--- config.mk ---
export PLATFORM = sky130hd
export DESIGN_NAME = zapper_reticule
export DESIGN_NICKNAME = d
export VERILOG_FILES = /design/src/rtl/zapper_reticule.sv
export SDC_FILE = /design/constraint.sdc
export NUM_CORES = 1
export LEC_CHECK = 0
export CAP_MARGIN = 40
export CORE_MARGIN = 5
export CORE_UTILIZATION = 45
export DETAILED_ROUTE_END_ITERATION = 6
export GPL_ROUTABILITY_DRIVEN = 0
export PLACE_DENSITY = 0.68
export REMOVE_ABC_BUFFERS = 1
export SLEW_MARGIN = 0
export SYNTH_ARGS = -nofsm -noshare
export SYNTH_HDL_FRONTEND = slang
export SYNTH_SLANG_ARGS = --single-unit
--- constraint.sdc ---
create_clock -name clk -period 10.5 [get_ports clk]
set_input_delay 2.1 -clock clk [delete_from_list [all_inputs] [get_ports clk]]
set_output_delay 2.1 -clock clk [all_outputs]
set_load 0.02 [all_outputs]
--- src/rtl/zapper_reticule.sv ---
// Zapper light-gun front end: crosshair tracking, reticule overlay flag,
// light sensing around the crosshair and a debounced trigger pulse.
module zapper_reticule #(
    parameter int unsigned RET_SIZE     = 3,
    parameter int unsigned LIGHT_RADIUS = 2,
    parameter int unsigned LIGHT_HOLD   = 26,
    parameter int unsigned TRIG_FRAMES  = 3
) (
    input  logic       clk,
    input  logic       reset_n,
    input  logic       pix_ce,
    input  logic       enable,
    input  logic [5:0] color,
    input  logic [8:0] count_h,
    input  logic [8:0] count_v,
    input  logic       mouse_strobe,
    input  logic [8:0] mouse_dx,
    input  logic [8:0] mouse_dy,
    input  logic       mouse_btn,
    input  logic       analog_en,
    input  logic [7:0] analog_x,
    input  logic [7:0] analog_y,
    output logic       reticule,
    output logic       light,
    output logic       trigger,
    output logic [7:0] pos_x,
    output logic [7:0] pos_y
);

    localparam int unsigned PEND_W = 11;
    localparam int unsigned SUM_W  = 13;
    localparam int unsigned DIFF_W = 10;
    localparam int unsigned HOLD_W = $clog2(LIGHT_HOLD + 1);
    localparam int unsigned FRM_W  = $clog2(TRIG_FRAMES + 1);

    localparam logic signed [SUM_W-1:0] PEND_MAX = 13'sd1023;
    localparam logic signed [SUM_W-1:0] PEND_MIN = -13'sd1023;

    typedef enum logic [1:0] {
        ST_IDLE = 2'd0,
        ST_PULL = 2'd1,
        ST_HOLD = 2'd2
    } trig_state_e;

    // Registers
    logic [7:0]               pos_x_q, pos_x_d;
    logic [7:0]               pos_y_q, pos_y_d;
    logic signed [PEND_W-1:0] pend_x_q, pend_x_d;
    logic signed [PEND_W-1:0] pend_y_q, pend_y_d;
    logic [HOLD_W-1:0]        hold_q, hold_d;
    logic                     light_q, light_d;
    logic                     reticule_q, reticule_d;
    logic                     btn_s1_q, btn_s1_d;
    logic                     btn_s2_q, btn_s2_d;
    logic                     btn_prev_q, btn_prev_d;
    trig_state_e              state_q, state_d;
    logic [FRM_W-1:0]         frm_q, frm_d;
    logic                     trigger_q, trigger_d;

    // Combinational helpers
    logic                     frame_start_c;
    logic                     line_start_c;
    logic                     vis_c;
    logic                     bright_c;
    logic                     hit_c;
    logic                     press_c;
    logic signed [DIFF_W-1:0] dh_c, dv_c;
    logic [DIFF_W-1:0]        adh_c, adv_c;
    logic signed [SUM_W-1:0]  pend_x_ext_c, pend_y_ext_c;
    logic signed [SUM_W-1:0]  dx_ext_c, dy_ext_c;
    logic signed [SUM_W-1:0]  acc_x_c, acc_y_c;
    logic signed [PEND_W-1:0] sat_x_c, sat_y_c;
    logic signed [SUM_W-1:0]  sum_x_c, sum_y_c;
    logic [11:0]              ay15_c;

    function automatic logic signed [PEND_W-1:0] sat_pend(input logic signed [SUM_W-1:0] v);
        logic signed [SUM_W-1:0] r;
        r = v;
        if (v > PEND_MAX) r = PEND_MAX;
        if (v < PEND_MIN) r = PEND_MIN;
        return r[PEND_W-1:0];
    endfunction

    function automatic logic [7:0] clamp_pos(input logic signed [SUM_W-1:0] v,
                                             input logic [7:0]              max_v);
        logic [7:0] r;
        if (v[SUM_W-1]) r = 8'd0;
        else if (v > $signed({5'b0, max_v})) r = max_v;
        else r = v[7:0];
        return r;
    endfunction

    assign frame_start_c = pix_ce && (count_v == 9'd241) && (count_h == 9'd0);
    assign line_start_c  = pix_ce && (count_h == 9'd0);
    assign vis_c         = (count_h < 9'd256) && (count_v < 9'd240);
    assign bright_c      = (color[5:4] >= 2'd2) && (color[3:0] <= 4'hC);

    // Screen-space distance from the crosshair; 10-bit signed so arms never wrap
    assign dh_c  = $signed({1'b0, count_h}) - $signed({2'b0, pos_x_q});
    assign dv_c  = $signed({1'b0, count_v}) - $signed({2'b0, pos_y_q});
    assign adh_c = dh_c[DIFF_W-1] ? DIFF_W'(-dh_c) : DIFF_W'(dh_c);
    assign adv_c = dv_c[DIFF_W-1] ? DIFF_W'(-dv_c) : DIFF_W'(dv_c);

    assign hit_c = pix_ce && enable && vis_c && bright_c &&
                   (adh_c <= DIFF_W'(LIGHT_RADIUS)) && (adv_c <= DIFF_W'(LIGHT_RADIUS));

    assign press_c = btn_s2_q && !btn_prev_q;

    // Pending deltas including a packet that lands on this very cycle
    assign pend_x_ext_c = {{(SUM_W-PEND_W){pend_x_q[PEND_W-1]}}, pend_x_q};
    assign pend_y_ext_c = {{(SUM_W-PEND_W){pend_y_q[PEND_W-1]}}, pend_y_q};
    assign dx_ext_c     = {{(SUM_W-9){mouse_dx[8]}}, mouse_dx};
    assign dy_ext_c     = {{(SUM_W-9){mouse_dy[8]}}, mouse_dy};
    assign acc_x_c      = mouse_strobe ? (pend_x_ext_c + dx_ext_c) : pend_x_ext_c;
    assign acc_y_c      = mouse_strobe ? (pend_y_ext_c - dy_ext_c) : pend_y_ext_c;
    assign sat_x_c      = sat_pend(acc_x_c);
    assign sat_y_c      = sat_pend(acc_y_c);
    assign sum_x_c      = $signed({5'b0, pos_x_q}) +
                          $signed({{(SUM_W-PEND_W){sat_x_c[PEND_W-1]}}, sat_x_c});
    assign sum_y_c      = $signed({5'b0, pos_y_q}) +
                          $signed({{(SUM_W-PEND_W){sat_y_c[PEND_W-1]}}, sat_y_c});

    // analog_y * 15 as a shift-subtract; the >>4 is taken by slicing
    assign ay15_c = {analog_y, 4'b0} - {4'b0, analog_y};

    // Crosshair position and pending mouse accumulators
    always_comb begin
        pos_x_d  = pos_x_q;
        pos_y_d  = pos_y_q;
        pend_x_d = pend_x_q;
        pend_y_d = pend_y_q;
        if (analog_en) begin
            pend_x_d = '0;
            pend_y_d = '0;
        end else begin
            pend_x_d = sat_x_c;
            pend_y_d = sat_y_c;
        end
        if (frame_start_c) begin
            pend_x_d = '0;
            pend_y_d = '0;
            if (analog_en) begin
                pos_x_d = analog_x;
                pos_y_d = ay15_c[11:4];
            end else begin
                pos_x_d = clamp_pos(sum_x_c, 8'd255);
                pos_y_d = clamp_pos(sum_y_c, 8'd239);
            end
        end
    end

    // Reticule overlay and light-hold counter
    always_comb begin
        reticule_d = reticule_q;
        hold_d     = hold_q;
        if (!enable) begin
            reticule_d = 1'b0;
        end else if (pix_ce) begin
            reticule_d = vis_c &&
                         (((dv_c == '0) && (adh_c <= DIFF_W'(RET_SIZE))) ||
                          ((dh_c == '0) && (adv_c <= DIFF_W'(RET_SIZE))));
        end
        if (!enable) begin
            hold_d = '0;
        end else if (hit_c) begin
            hold_d = HOLD_W'(LIGHT_HOLD);
        end else if (line_start_c && (hold_q != '0)) begin
            hold_d = hold_q - HOLD_W'(1);
        end
        light_d = enable && (hold_d != '0);
    end

    // Button synchroniser and edge history
    always_comb begin
        btn_s1_d   = mouse_btn;
        btn_s2_d   = btn_s1_q;
        btn_prev_d = btn_s2_q;
    end

    // Trigger FSM: next state
    always_comb begin
        state_d = state_q;
        frm_d   = frm_q;
        if (!enable) begin
            state_d = ST_IDLE;
            frm_d   = '0;
        end else begin
            case (state_q)
                ST_IDLE: begin
                    if (press_c) begin
                        state_d = ST_PULL;
                        frm_d   = FRM_W'(TRIG_FRAMES);
                    end
                end
                ST_PULL: begin
                    if (frame_start_c) begin
                        frm_d = frm_q - FRM_W'(1);
                        if (frm_q <= FRM_W'(1)) state_d = ST_HOLD;
                    end
                end
                ST_HOLD: begin
                    if (!btn_s2_q) state_d = ST_IDLE;
                end
                default: state_d = ST_IDLE;
            endcase
        end
    end

    // Trigger FSM: output
    always_comb begin
        trigger_d = enable && (state_d == ST_PULL);
    end

    // Trigger FSM: state register
    always_ff @(posedge clk) begin
        if (!reset_n) begin
            state_q   <= ST_IDLE;
            frm_q     <= '0;
            trigger_q <= 1'b0;
        end else begin
            state_q   <= state_d;
            frm_q     <= frm_d;
            trigger_q <= trigger_d;
        end
    end

    // Datapath registers
    always_ff @(posedge clk) begin
        if (!reset_n) begin
            pos_x_q    <= 8'd128;
            pos_y_q    <= 8'd120;
            pend_x_q   <= '0;
            pend_y_q   <= '0;
            hold_q     <= '0;
            light_q    <= 1'b0;
            reticule_q <= 1'b0;
            btn_s1_q   <= 1'b0;
            btn_s2_q   <= 1'b0;
            btn_prev_q <= 1'b0;
        end else begin
            pos_x_q    <= pos_x_d;
            pos_y_q    <= pos_y_d;
            pend_x_q   <= pend_x_d;
            pend_y_q   <= pend_y_d;
            hold_q     <= hold_d;
            light_q    <= light_d;
            reticule_q <= reticule_d;
            btn_s1_q   <= btn_s1_d;
            btn_s2_q   <= btn_s2_d;
            btn_prev_q <= btn_prev_d;
        end
    end

    assign reticule = reticule_q;
    assign light    = light_q;
    assign trigger  = trigger_q;
    assign pos_x    = pos_x_q;
    assign pos_y    = pos_y_q;

endmodule

# --- Word level (Yosys, flattened, before mapping) ---
# Cells that the tools add are included.
totals:
  regBits: 53
  inputBits: 65
  out_inout_bits: 19
  word_cells: 101
classes:
  addsub: 11
  order_cmp: 15
  n_eq_ne: 6
  muxes: 26
  bitwise: 1
  n_reduce_logical: 29
op_table:
  columns: ["operator", "n"]
  rows:
  - ["$mux W8", 6]
  - ["$mux W11", 4]
  - ["$le A10 B2 Y1 const B", 4]
  - ["$gt A13 B11 Y1 const B", 2]
  - ["$lt A13 B11 Y1 const B", 2]
  - ["$mux W13", 2]
  - ["$add A9 B11 Y12", 2]
  - ["$gt A12 B9 Y1 const B", 2]
  - ["$logic_not A10 Y1", 2]
  - ["$mux W10", 2]
  - ["$neg A10 Y10", 2]
  - ["$sub A9 B8 Y10", 2]
  - ["$logic_and A1 B1 Y1", 17]
  - ["$mux W5", 3]
  - ["$mux W2", 7]
  - ["$add A11 B9 Y12", 1]
  - ["$sub A11 B9 Y12", 1]
  - ["$sub A12 B8 Y12", 1]
  - ["$reduce_bool A5 Y1", 2]
  - ["$eq A9 B8 Y1 const B", 1]
  - ["$logic_not A9 Y1", 1]
  - ["$lt A9 B8 Y1 const B", 1]
  - ["$lt A9 B9 Y1 const B", 1]
  - ["$pmux W2 S3", 1]
  - ["17 further kinds", 19]

# --- Logic depth before layout (Yosys ltp) ---
depth:
  word_depth: 10
  ltp_mapped: 24
  mapped_depth_nobuf: 23

# --- Worst setup path before layout ---
# No wires, ideal clock.
synth_timing:
  kind: "input port to flip-flop"
  start: "in mouse_dy[0]"
  end: "reg pos_y_q[4], in the netlist pos_y[4]"
  setup_ps: 58
  arrival_time_ps: 6667
  required_ps: 10442
  path_slack_ps: 3775
  cell_stages: 22
  n_path_buf: 1
  cell_sequence: "ha_1 > fa_1 > nor2b_1 > o31ai_2 > a21o_1 > a211oi_1 > nand4_1 > o41a_1 > nor2_1 > buf_2 > a211o_1 > inv_1 > ha_1 > a211oi_1 > o21ai_0 > a21oi_1 > o21bai_1 > xor2_1 > a21boi_0 > o21ai_0 > nor4b_1 > o21a_1"
synth_between:
  elab_chain_len: 10
  elab_cells_between_ends: 11
  classes_between: "2 x add/sub; 3 x order compare; 6 x mux"
synth_rtl:
  columns: ["element", "line", "text"]
  rows:
  - ["from (decl)", "18", "input logic [8:0] mouse_dy,"]
  - ["$sub A11 B9 Y12 (*)", "115", "assign acc_y_c = mouse_strobe ? (pend_y_ext_c - dy_ext_c) : pend_y_ext_c;"]
  - ["$mux W13 (*)", "115", null]
  - ["$gt A13 B11 Y1", "79", "if (v > PEND_MAX) r = PEND_MAX;"]
  - ["$mux W11", "79", null]
  - ["$mux W11 (*)", "80", "if (v < PEND_MIN) r = PEND_MIN;"]
  - ["net sat_y_c[1]", "72", "logic signed [PEND_W-1:0] sat_x_c, sat_y_c;"]
  - ["$add A9 B11 Y12 (*)", "120", "assign sum_y_c = $signed({5'b0, pos_y_q}) +"]
  - ["$gt A12 B9 Y1", "88", "else if (v > $signed({5'b0, max_v})) r = max_v;"]
  - ["$mux W8", "88", null]
  - ["$mux W8 (*)", "87", "if (v[SUM_W-1]) r = 8'd0;"]
  - ["$mux W8 (*)", "142", "if (analog_en) begin"]
  - ["to (signal assigned)", "242", "pos_y_q <= pos_y_d;"]
  - ["to (decl)", "47", "logic [7:0] pos_y_q, pos_y_d;"]
# Mark *: on every way through the listed nets, which the timed path passes. The rest lies on a longest branch.
# A chain may end at the register's enable or synchronous reset.

# --- Worst setup path after layout ---
# Ends and elaborated chain as after synthesis.

==> results.sh <==
export IMPL_cts_htree_levels=2
export IMPL_min_period_ps=8204
export IMPL_place_ws_ps=1974
export IMPL_cts_setup_buffers=0
export IMPL_critical_path_buf_inv_count=2
export IMPL_p_leak_nw=2.925
export IMPL_vdd_drop_max_mv=0.08139
export IMPL_drive_gt1_share_pct=4.308
export IMPL_clkPwrFrac_pct=28.3
export IMPL_slew_headroom_pct=41.44
export IMPL_drcViolationCount=0
export IMPL_switching_share_pct=34.56
export IMPL_port_buffers=82
export IMPL_synth_warnings=0
export IMPL_crit_slowest_cell="a211oi_1"
export IMPL_antenna_left=0
export IMPL_io_pin_count=84
export IMPL_grt_pass1_wl_um=28920
export IMPL_synthFlopType="dfxtp_1"
export IMPL_tns_ps=0
export IMPL_min_path_cells=1
export IMPL_cts_root_buffer="clkbuf_16"
export IMPL_die_w_um=127.1
export IMPL_max_freq_mhz=121.9
export IMPL_areaGrowthSynthToFinish_pct=18.04
export IMPL_n_antenna_cell=0
export IMPL_fin_util_pct=54.54
export IMPL_min_to="btn_prev_d"
export IMPL_slowest_delay_ps=700
export IMPL_hold_buffers=0
export IMPL_async_flop_share_pct=0
export IMPL_synth_enable_flop_cells=0
export IMPL_place_hpwl_um=14290
export IMPL_syn_avg_cell_area_sq_um=7.586
export IMPL_cap_violations=0
export IMPL_worstHoldPathType="flop to flop"
export IMPL_place_inst=1050
export IMPL_cts_tree="yes"
export IMPL_wl_per_cell_um=16.78
export IMPL_cts_buffers=5
export IMPL_r2r_end="pos_y[4]"
export IMPL_drt_iter0_markers=373
export IMPL_worst_pin_slew_ps=873.1
export IMPL_post_route_period_util_pct=78.14
export IMPL_p_switching_w=0.0002381
export IMPL_postCtsResizedCells=0
export IMPL_status="complete, no violations"
export IMPL_ys_ff_latch=53
export IMPL_core_area_sq_um=13350
export IMPL_synthesis_area_sq_um=6167
export IMPL_pwr_share_seq_pct=30.7
export IMPL_end_kind="flop"
export IMPL_netlist_cell_type_count=84
export IMPL_final_hold_viol_count=0
export IMPL_worst_slack_ps=2296
export IMPL_worst_setup_path_type="primary input to flop"
export IMPL_synthCells=813
export IMPL_hold_start="btn_s1_q"
export IMPL_antenna_found_initial=0
export IMPL_skew_ps=10.35
export IMPL_routed_wl_um=17760
export IMPL_reg2reg_depth=22
export IMPL_vias=6458
export IMPL_overflow=0
export IMPL_fillers=1264
export IMPL_yosysSeqAreaShare_pct=17.20
export IMPL_die_h_um=127.1
export IMPL_powerDensity_nw_per_um2=94.64
export IMPL_reg2reg_from="pend_y_q[0]"
export IMPL_fin_cells=1058
export IMPL_rrSetupSlack_ps=4160
export IMPL_cts_buffer_depth=2
export IMPL_dr_pass1_iters=7
export IMPL_critPathArrivalTime_ps=8440
export IMPL_rsz0062_at_grt="false"
export IMPL_clk_latency_ps=290
export IMPL_power_internal_w=0.0004508
export IMPL_p_comb_share_pct=41.1
export IMPL_nets=1014
export IMPL_required_ps=10740
export IMPL_setup_viol=0
export IMPL_first_global_vias=6300
export IMPL_path_max_fanout=12
export IMPL_vias_per_cell=6.104
export IMPL_num_rows=42
export IMPL_path_cells="clkdlybuf4s50_1 -> ha_1 -> fa_1 -> nor2b_1 -> o31ai_2 -> a21o_1 -> a211oi_1 -> nand4_1 -> o41a_1 -> nor2_1 -> a211o_1 -> inv_1 -> ha_1 -> a211oi_1 -> o21ai_0 -> a21oi_1 -> o21bai_1 -> xor2_1 -> a21boi_0 -> o21ai_0 -> nor4b_1 -> o21a_1"
export IMPL_crit_family="compound AO/OA/AOI/OAI gates"
export IMPL_cts_sinks=53
export IMPL_gr_usage_all_layers_pct=21.03
export IMPL_critPathLaunchType="primary input"
export IMPL_grt_max_degree=46
export IMPL_start_util_pct=46.20
export IMPL_die_area_sq_um=16150
export IMPL_path_clk_slew_ps=70
export IMPL_slew_violations=0
[worst register-to-register path, cell delays in order (launching register included)]
cell and delay, ps:
dfxtp_1 330, inv_1 50, ha_1 230, fa_1 410, nor2b_1 280, o31ai_2 130
a21o_1 180, a211oi_1 700, nand4_1 190, o41a_1 520, nor2_1 610, a211o_1 250
inv_1 60, ha_1 290, a211oi_1 300, o21ai_0 180, a21oi_1 240, o21bai_1 110
xor2_1 160, a21boi_0 460, o21ai_0 170, nor4b_1 270, o21a_1 160
[power by group through the flow]
stage / combinational [W] / sequential, W / clock, W
2_1_floorplan: 0.000197 / 0.000214 / 0
3_3_place_gp: 0.000270 / 0.000216 / 0
3_5_place_dp: 0.000278 / 0.000216 / 0
4_1_cts: 0.000280 / 0.000211 / 0.000196
5_1_grt: 0.000312 / 0.000212 / 0.000205
6_report: 0.000283 / 0.000211 / 0.000195
[metal layers]
layer | share of wire, % | global-route usage [%] | vias up | wire length, um
li1 | - | - | 3211 | -
met5 | 0 | 0 | - | 0
met4 | 1.6 | 5.300 | 0 | 278
met3 | 5.9 | 2.796 | 20 | 1041
met1 | 45 | 27.49 | 3031 | 7946
met2 | 48 | 36.61 | 196 | 8493
[final cells by class]
class                      count  area, sq um  area share, %
timing repair buffer          86        850.8          11.69
sequential                    53         1061          14.58
tap                          176        220.2          3.025
clock buffer                   6        138.9          1.908
multi-input combinational    668         4720          64.83
inverter                      67        251.5          3.455
clock inverter                 2        37.54         0.5156
[Yosys cell counts, types with 4 or more instances]
master    count  area, sq um
nor2_1       68        255.2
inv_1        66        247.7
a21oi_1      64        320.3
ha_1         62        775.7
dfxtp_1      53         1061
o21ai_0      53        265.3
nand2_1      41        153.9
a211oi_1     29        217.7
xnor2_1      25        219.0
nor3_1       21        105.1
o21a_1       19        142.6
clkbuf_1     18        67.56
a31oi_1      17        106.4
nand3_1      15        75.07
xor2_1       15        131.4
a21o_1       14        105.1
nand2b_1     14        87.58
nor2b_1      12        75.07
or3_1        12        75.07
nor3b_1      11        82.58
nor4_1       10        62.56
o31ai_1       9        67.56
mux2i_1       8        80.08
nand4_1       8        50.05
o211ai_1      8        60.06
nand3b_1      7        52.55
o31a_1        7        61.31
or4_1         7        52.55
and2_1        6        37.54
fa_1          6        120.1
a32oi_1       5        43.79
and3_1        5        31.28
o21bai_1      5        37.54
or2_2         5        31.28
a221oi_1      4        35.03
a41o_1        4        40.04
o22ai_1       4        25.02
[layout by cell type, fill, tap and decap left out, drive strengths merged, types with 17 or more instances in the layout]
cell / n
a211oi: 30
a21oi: 64
a31oi: 17
clkdlybuf4s50: 82
dfxtp: 53
ha: 62
inv: 66
nand2: 41
nor2: 68
nor3: 21
o21a: 19
o21ai: 55
xnor2: 25
[worst max-delay path by stage]
stage,startpoint,endpoint,depth (start not counted)
finish,mouse_dy[0],pos_y[4],22
global placement,mouse_dy[0],pos_y[4],23
detailed placement,mouse_dy[0],pos_y[4],22
global route,mouse_dy[0],pos_y[4],23
CTS,mouse_dy[0],pos_y[4],22
floorplan,mouse_dy[0],pos_y[0],21
[flip-flops by register name, indices dropped and copies added (netlist names)]
name and cells:
hold_q 5, frm_q 2, trigger 1, pend_y_q 11
pend_x_q 11, state_q 2, btn_prev_d 1, pos_x 8
btn_s1_q 1, btn_prev_q 1, reticule 1, light 1
pos_y 8
[kinds of logic (layout without fill, tap and decap cells)]
logic type	count (synthesis)	count (layout)	synth area share, %
AOI/OAI and AO/OA	293	293	32.34
xor gates and xnor gates	40	40	5.681
adders and majority gates	68	68	14.53
buffers and inverters	92	161	6.350
DFF	53	53	17.20
muxes	10	10	1.664
and+or+nand+nor	257	257	22.24
[through the flow]
| stage | total power (W) | instance area [sq um] | hold slack (ps) |
|---|---|---|---|
| 2_1_floorplan | 0.0004116 | 6027 | 411.8 |
| 3_3_place_gp | 0.0004862 | 7103 | 421.5 |
| 3_5_place_dp | 0.0004937 | 7103 | 431.9 |
| 4_1_cts | 0.0006875 | 7279 | 449.5 |
| 5_1_grt | 0.0007286 | 7279 | 468.8 |
| 6_report | 0.0006889 | 7279 | 446.7 |
(Power assumes the default switching activity.)
